### src/rtl/switch_debouncer_pkg.sv
// Shared types and constants for the switch debouncer and its event channel.
package switch_debouncer_pkg;

    typedef enum logic {
        IDLE = 1'b0,
        PEND = 1'b1
    } evt_state_t;

    localparam int DEFAULT_STABLE_CYCLES = 1000;
    localparam int SIM_STABLE_CYCLES     = 4;
    localparam int MAX_WIDTH             = 16;

    // Counter width able to hold 0..stable_cycles.
    function automatic int cnt_width(input int stable_cycles);
        return $clog2(stable_cycles + 1);
    endfunction

endpackage

### src/rtl/switch_debouncer_if.sv
// Change-event channel: valid/ready record plus the sticky overrun flag and its clear.
interface switch_debouncer_if #(
    parameter int WIDTH = 3
);
    logic             evt_valid;
    logic             evt_ready;
    logic [WIDTH-1:0] evt_value;
    logic [WIDTH-1:0] evt_rise;
    logic [WIDTH-1:0] evt_fall;
    logic             evt_overrun;
    logic             clr_overrun;

    modport master (
        output evt_valid,
        output evt_value,
        output evt_rise,
        output evt_fall,
        output evt_overrun,
        input  evt_ready,
        input  clr_overrun
    );

    modport slave (
        input  evt_valid,
        input  evt_value,
        input  evt_rise,
        input  evt_fall,
        input  evt_overrun,
        output evt_ready,
        output clr_overrun
    );
endinterface

### src/rtl/switch_debouncer_debounce_bit.sv
// One switch bit: two-flop synchronizer, stability counter and the committed clean level.
module debounce_bit
    import switch_debouncer_pkg::*;
#(
    parameter int STABLE_CYCLES = DEFAULT_STABLE_CYCLES,
    parameter int CNT_W         = cnt_width(STABLE_CYCLES)
) (
    input  logic clk,
    input  logic reset,
    input  logic raw,
    output logic clean,
    output logic commit
);

    localparam logic [CNT_W-1:0] LAST_CNT = CNT_W'(STABLE_CYCLES - 1);

    logic             meta_q;
    logic             sync_q;
    logic             clean_q;
    logic             clean_d;
    logic [CNT_W-1:0] cnt_q;
    logic [CNT_W-1:0] cnt_d;

    // The counter holds the number of differing samples already seen, so the
    // commit fires combinationally on the STABLE_CYCLES-th one.
    always_comb begin
        cnt_d   = '0;
        clean_d = clean_q;
        commit  = 1'b0;
        if (sync_q != clean_q) begin
            if (cnt_q == LAST_CNT) begin
                commit  = 1'b1;
                clean_d = sync_q;
            end else begin
                cnt_d = cnt_q + 1'b1;
            end
        end
    end

    always_ff @(posedge clk) begin
        if (reset) begin
            meta_q  <= 1'b0;
            sync_q  <= 1'b0;
            clean_q <= 1'b0;
            cnt_q   <= '0;
        end else begin
            meta_q  <= raw;
            sync_q  <= meta_q;
            clean_q <= clean_d;
            cnt_q   <= cnt_d;
        end
    end

    assign clean = clean_q;

endmodule

### src/rtl/switch_debouncer.sv
// Debounces WIDTH raw switches and publishes committed changes as a one-deep event record.
module switch_debouncer
    import switch_debouncer_pkg::*;
#(
    parameter int WIDTH         = 3,
    parameter int STABLE_CYCLES = DEFAULT_STABLE_CYCLES
) (
    input  logic             clk,
    input  logic             reset,
    input  logic [WIDTH-1:0] sw_raw,
    output logic [WIDTH-1:0] sw_clean,
    switch_debouncer_if.master evt
);

    localparam int CNT_W = cnt_width(STABLE_CYCLES);

    logic [WIDTH-1:0] commit;
    logic [WIDTH-1:0] new_clean;
    logic [WIDTH-1:0] fresh_rise;
    logic [WIDTH-1:0] fresh_fall;
    logic             any_commit;
    logic             handshake;

    evt_state_t       state_q, state_d;
    logic [WIDTH-1:0] value_q, value_d;
    logic [WIDTH-1:0] rise_q, rise_d;
    logic [WIDTH-1:0] fall_q, fall_d;
    logic             overrun_q, overrun_d;
    logic             overrun_set;

    generate
        for (genvar gi = 0; gi < WIDTH; gi++) begin : g_bit
            debounce_bit #(
                .STABLE_CYCLES(STABLE_CYCLES),
                .CNT_W        (CNT_W)
            ) u_bit (
                .clk   (clk),
                .reset (reset),
                .raw   (sw_raw[gi]),
                .clean (sw_clean[gi]),
                .commit(commit[gi])
            );
        end
    endgenerate

    // A commit always flips its bit, so the post-edge clean vector is an XOR.
    assign new_clean  = sw_clean ^ commit;
    assign fresh_rise = commit & new_clean;
    assign fresh_fall = commit & ~new_clean;
    assign any_commit = |commit;
    assign handshake  = (state_q == PEND) && evt.evt_ready;

    always_comb begin
        state_d     = state_q;
        value_d     = value_q;
        rise_d      = rise_q;
        fall_d      = fall_q;
        overrun_set = 1'b0;
        case (state_q)
            IDLE: begin
                if (any_commit) begin
                    state_d = PEND;
                    value_d = new_clean;
                    rise_d  = fresh_rise;
                    fall_d  = fresh_fall;
                end
            end
            PEND: begin
                if (any_commit && handshake) begin
                    // The old record is consumed this cycle, so the new one starts clean.
                    value_d = new_clean;
                    rise_d  = fresh_rise;
                    fall_d  = fresh_fall;
                end else if (any_commit) begin
                    value_d     = new_clean;
                    rise_d      = rise_q | fresh_rise;
                    fall_d      = fall_q | fresh_fall;
                    overrun_set = 1'b1;
                end else if (handshake) begin
                    state_d = IDLE;
                end
            end
        endcase
    end

    always_comb begin
        overrun_d = overrun_q;
        if (overrun_set) begin
            overrun_d = 1'b1;
        end else if (evt.clr_overrun) begin
            overrun_d = 1'b0;
        end
    end

    always_ff @(posedge clk) begin
        if (reset) begin
            state_q   <= IDLE;
            value_q   <= '0;
            rise_q    <= '0;
            fall_q    <= '0;
            overrun_q <= 1'b0;
        end else begin
            state_q   <= state_d;
            value_q   <= value_d;
            rise_q    <= rise_d;
            fall_q    <= fall_d;
            overrun_q <= overrun_d;
        end
    end

    assign evt.evt_valid   = (state_q == PEND);
    assign evt.evt_value   = value_q;
    assign evt.evt_rise    = rise_q;
    assign evt.evt_fall    = fall_q;
    assign evt.evt_overrun = overrun_q;

endmodule

### src/flat_wrapper.sv
// flat-port wrapper written by rule: the top's interface ports become plain ports
module switch_debouncer_flat import switch_debouncer_pkg::*;
#(
    parameter int WIDTH         = 3,
    parameter int STABLE_CYCLES = DEFAULT_STABLE_CYCLES
)
  (clk, reset, sw_raw, sw_clean, evt_evt_valid, evt_evt_value, evt_evt_rise, evt_evt_fall, evt_evt_overrun, evt_evt_ready, evt_clr_overrun);
  switch_debouncer_if #(.WIDTH(WIDTH)) evt_i ();
  input  logic clk;
  input  logic reset;
  input  logic [WIDTH-1:0] sw_raw;
  output logic [WIDTH-1:0] sw_clean;
  output wire logic [$bits(evt_i.evt_valid)-1:0] evt_evt_valid;
  output wire logic [$bits(evt_i.evt_value)-1:0] evt_evt_value;
  output wire logic [$bits(evt_i.evt_rise)-1:0] evt_evt_rise;
  output wire logic [$bits(evt_i.evt_fall)-1:0] evt_evt_fall;
  output wire logic [$bits(evt_i.evt_overrun)-1:0] evt_evt_overrun;
  input wire logic [$bits(evt_i.evt_ready)-1:0] evt_evt_ready;
  input wire logic [$bits(evt_i.clr_overrun)-1:0] evt_clr_overrun;
  assign evt_evt_valid = evt_i.evt_valid;
  assign evt_evt_value = evt_i.evt_value;
  assign evt_evt_rise = evt_i.evt_rise;
  assign evt_evt_fall = evt_i.evt_fall;
  assign evt_evt_overrun = evt_i.evt_overrun;
  assign evt_i.evt_ready = evt_evt_ready;
  assign evt_i.clr_overrun = evt_clr_overrun;
  switch_debouncer #(.WIDTH(WIDTH), .STABLE_CYCLES(STABLE_CYCLES)) u_core (.clk(clk), .reset(reset), .sw_raw(sw_raw), .sw_clean(sw_clean), .evt(evt_i));
endmodule
### config.mk
export PLATFORM = sky130hd
export DESIGN_NAME = switch_debouncer_flat
export DESIGN_NICKNAME = d
export VERILOG_FILES = /design/src/rtl/switch_debouncer_pkg.sv /design/src/rtl/switch_debouncer_if.sv /design/src/rtl/switch_debouncer_debounce_bit.sv /design/src/rtl/switch_debouncer.sv /design/src/flat_wrapper.sv
export SDC_FILE = /design/constraint.sdc
export NUM_CORES = 1
export LEC_CHECK = 0
export CORE_MARGIN = 2
export CORE_UTILIZATION = 60
export CTS_CLUSTER_SIZE = 28
export DETAILED_ROUTE_END_ITERATION = 6
export PLACE_DENSITY_LB_ADDON = 0.08
export SETUP_SLACK_MARGIN = 0.02
export SYNTH_ARGS = -nofsm -noshare
export SYNTH_HDL_FRONTEND = slang
export SYNTH_SLANG_ARGS = --single-unit
### constraint.sdc
create_clock -name clk -period 3.25 [get_ports clk]
set_input_delay 0.325 -clock clk [delete_from_list [all_inputs] [get_ports clk]]
set_output_delay 0.325 -clock clk [all_outputs]
set_load 0.1 [all_outputs]
==> results.sh <==
export IMPL_outcome="finished clean"
export IMPL_drive_gt1_frac=0.06048
export IMPL_ir_drop_uv=308.7
export IMPL_power_density_nw_per_um2=386.7
export IMPL_cts_clk_slew_worst_paths_ps=130
export IMPL_gp_congestion=0.7850
export IMPL_wl_per_cell_um=13.97
export IMPL_initial_core_util=0.6320
export IMPL_path_cells="clkdlybuf4s50_1"
export IMPL_r2r_end="u_core.evt.evt_rise[0]"
export IMPL_drv_cap=0
export IMPL_r2r_start="u_core.g_bit[1].u_bit.cnt_q[0]"
export IMPL_whs_path_depth=1
export IMPL_clkSinkCount=50
export IMPL_syn_to_final_growth_pct=13.26
export IMPL_ys_warnings_count=0
export IMPL_fmax_mhz=434.3
export IMPL_post_route_cell_area_um2=2426
export IMPL_crit_fanout=5
export IMPL_drt_initial_drc_count=119
export IMPL_insertedDiodeCount=0
export IMPL_gr_total_overflow=0
export IMPL_holdWs_ps=456.6
export IMPL_ctsLongestPathBuffers=2
export IMPL_path_depth=1
export IMPL_cts_resized=0
export IMPL_cts_tree="done"
export IMPL_dieArea_um2=4064
export IMPL_via_per_inst=5.646
export IMPL_async_flop_share=0
export IMPL_grt_setup_unrepaired="no"
export IMPL_tightestPinTransition_ps=984.7
export IMPL_min_from="u_core.g_bit[0].u_bit.meta_q"
export IMPL_netlist_area_um2=2142
export IMPL_critPathKind="reg -> out"
export IMPL_cp_required_ps=2920
export IMPL_port_buffers=20
export IMPL_finalCritPeriodShare=0.7085
export IMPL_cts_htree_levels=2
export IMPL_synth_seq_cells=50
export IMPL_setup_violations=0
export IMPL_chipHeight_um=63.75
export IMPL_synthXorXnorAreaFrac=0.1063
export IMPL_min_to="u_core.g_bit[0].u_bit.sync_q"
export IMPL_synth_ff_type="dfxtp_1"
export IMPL_hp_class="reg -> reg"
export IMPL_max_stage_delay_ps=1180
export IMPL_report_final_slew_viol_count=0
export IMPL_first_global_vias=1546
export IMPL_drc=0
export IMPL_grt_max_degree=21
export IMPL_syn_inst=226
export IMPL_routed_via_count=1660
export IMPL_dpl_hpwl_um=3061
export IMPL_pre_cts_ws_ps=1294
export IMPL_period_minus_slack_ps=2303
export IMPL_ys_seq_area_frac=0.4673
export IMPL_synth_compound_area_frac=0.06192
export IMPL_fillers=255
export IMPL_hold_viol=0
export IMPL_dr_pass1_iters=4
export IMPL_avgSynthCellArea_um2=9.478
export IMPL_critPathSlowestCell="clkdlybuf4s50_1"
export IMPL_syn_nets=236
export IMPL_ant_nets=0
export IMPL_hold_buffers=0
export IMPL_rr_worst_depth=5
export IMPL_grt_pass1_wl_um=6948
export IMPL_cts_setup_buffers=0
export IMPL_coreArea_um2=3390
export IMPL_worstPathArrival_ps=1980
export IMPL_setup_worst_path_start_class="flop"
export IMPL_cts_buffers=5
export IMPL_path_delay_family="buffers and inverters"
export IMPL_synth_edf_count=0
export IMPL_cp_buffers_inverters=1
export IMPL_grt_use_total=0.2161
export IMPL_slew_headroom=0.3415
export IMPL_cts_root_buf="clkbuf_4"
export IMPL_p_leak_uw=0.0008499
export IMPL_ys_types=38
export IMPL_antenna_found_initial=0
export IMPL_yosys_area_share_adder=0.01752
export IMPL_endpoint_kind="output pin"
export IMPL_clock_skew_ps=4.760
export IMPL_setup_ws_ps=947.4
export IMPL_setup_tns_final_ps=0
export IMPL_place_area_um2=2366
export IMPL_io_pins=21
export IMPL_wirelength_um=4108
export IMPL_utilization=0.7158
export IMPL_muxShareOfSynthArea=0.009346
export IMPL_synth_top_family_by_area="simple AND/OR/NAND/NOR gates"
export IMPL_worstSkewPairLatency_ps=370
export IMPL_row_count=21
export IMPL_r2r_slack_ps=1480
export IMPL_nNetsFinal=257
export IMPL_synthSimpleGateAreaFrac=0.3078
export IMPL_fp_dieW_um=63.75
[synth_stat cells, drive strengths merged, types with 3 or more instances]
library cell	n	area share
dfxtp	50	0.47
nor2	35	0.061
xnor2	20	0.082
nand2	16	0.028
nand3	15	0.035
inv	8	0.014
nor3	8	0.019
nor2b	7	0.020
nor4	6	0.020
o32ai	6	0.025
xor2	6	0.025
and3	4	0.014
and4	4	0.016
nand3b	4	0.014
nand4b	4	0.033
and4bb	3	0.019
buf	3	0.011
clkbuf	3	0.0053
ha	3	0.018
or3	3	0.0088
[metrics by stage]
stage | instances | power [uW]
5_1_grt | 294 | 970.0
6_report | 294 | 938.0
3_5_place_dp | 286 | 657.6
4_1_cts | 294 | 944.4
2_1_floorplan | 226 | 647.4
3_3_place_gp | 286 | 656.8
[layer usage]
| layer | track usage | routed length (um) | up-vias |
|---|---|---|---|
| li1 | - | - | 830 |
| met1 | 0.2794 | 1842 | 781 |
| met2 | 0.3553 | 2025 | 35 |
| met3 | 0.04225 | 137 | 14 |
| met4 | 0.08696 | 103 | 0 |
| met5 | 0 | 0 | - |
[worst max path at each step]
stage | slack, ps | from | to
finish | 950 | u_core.g_bit[1].u_bit.clean | sw_clean[1]
global route | 920 | u_core.g_bit[2].u_bit.clean | sw_clean[2]
CTS | 940 | u_core.g_bit[1].u_bit.clean | sw_clean[1]
detailed placement | 1290 | reset | u_core.evt.evt_rise[0]
global placement | 1320 | reset | u_core.evt.evt_rise[0]
floorplan | 1640 | u_core.evt.evt_valid | u_core.evt.evt_fall[0]
[state kept, by name (all words and copies together), names as in the netlist, named ones only]
name / count
u_core.evt.evt_fall: 3
u_core.evt.evt_rise: 3
u_core.g_bit.u_bit.sync_q: 3
u_core.g_bit.u_bit.clean: 3
u_core.g_bit.u_bit.meta_q: 3
u_core.g_bit.u_bit.cnt_q: 30
u_core.evt.evt_value: 2
u_core.evt.evt_overrun: 1
u_core.evt.evt_valid: 1
[placed cells by master, fill, tap and decap left out, types with 6 or more instances in the layout]
| cell | netlist | routed |
|---|---|---|
| clkdlybuf4s50_1 | 0 | 20 |
| dfxtp_1 | 50 | 50 |
| inv_1 | 8 | 8 |
| nand2_1 | 16 | 16 |
| nand3_1 | 15 | 15 |
| nor2_1 | 35 | 35 |
| nor2b_1 | 7 | 7 |
| nor3_1 | 8 | 8 |
| o32ai_1 | 6 | 6 |
| xnor2_1 | 20 | 20 |
| xor2_1 | 6 | 6 |
[power breakdown]
part           switching (uW)  internal, uW  leakage (uW)
logic                    11.3          12.0      0.000410
registers                3.12           618      0.000404
clock network             189           105     0.0000353
[kinds of logic after synthesis]
| kind of cell | after synthesis |
|---|---|
| fa+ha+maj | 3 |
| mux | 2 |
| simple gates | 114 |
| compound gates | 17 |
| flops | 50 |
| xor+xnor | 26 |
| buf+inv | 14 |
[layout make-up]
| type | instances | area, um^2 | area share |
|---|---|---|---|
| Sequential cell | 50 | 1001 | 0.4126 |
| Multi-Input combinational cell | 162 | 1077 | 0.4440 |
| Clock inverter | 1 | 5.005 | 0.002063 |
| Timing Repair Buffer | 20 | 200.2 | 0.08252 |
| Inverter | 8 | 30.03 | 0.01238 |
| Clock buffer | 7 | 55.05 | 0.02269 |
| Tap cell | 46 | 57.56 | 0.02372 |
Note: power is estimated with default switching activity, not from simulation.
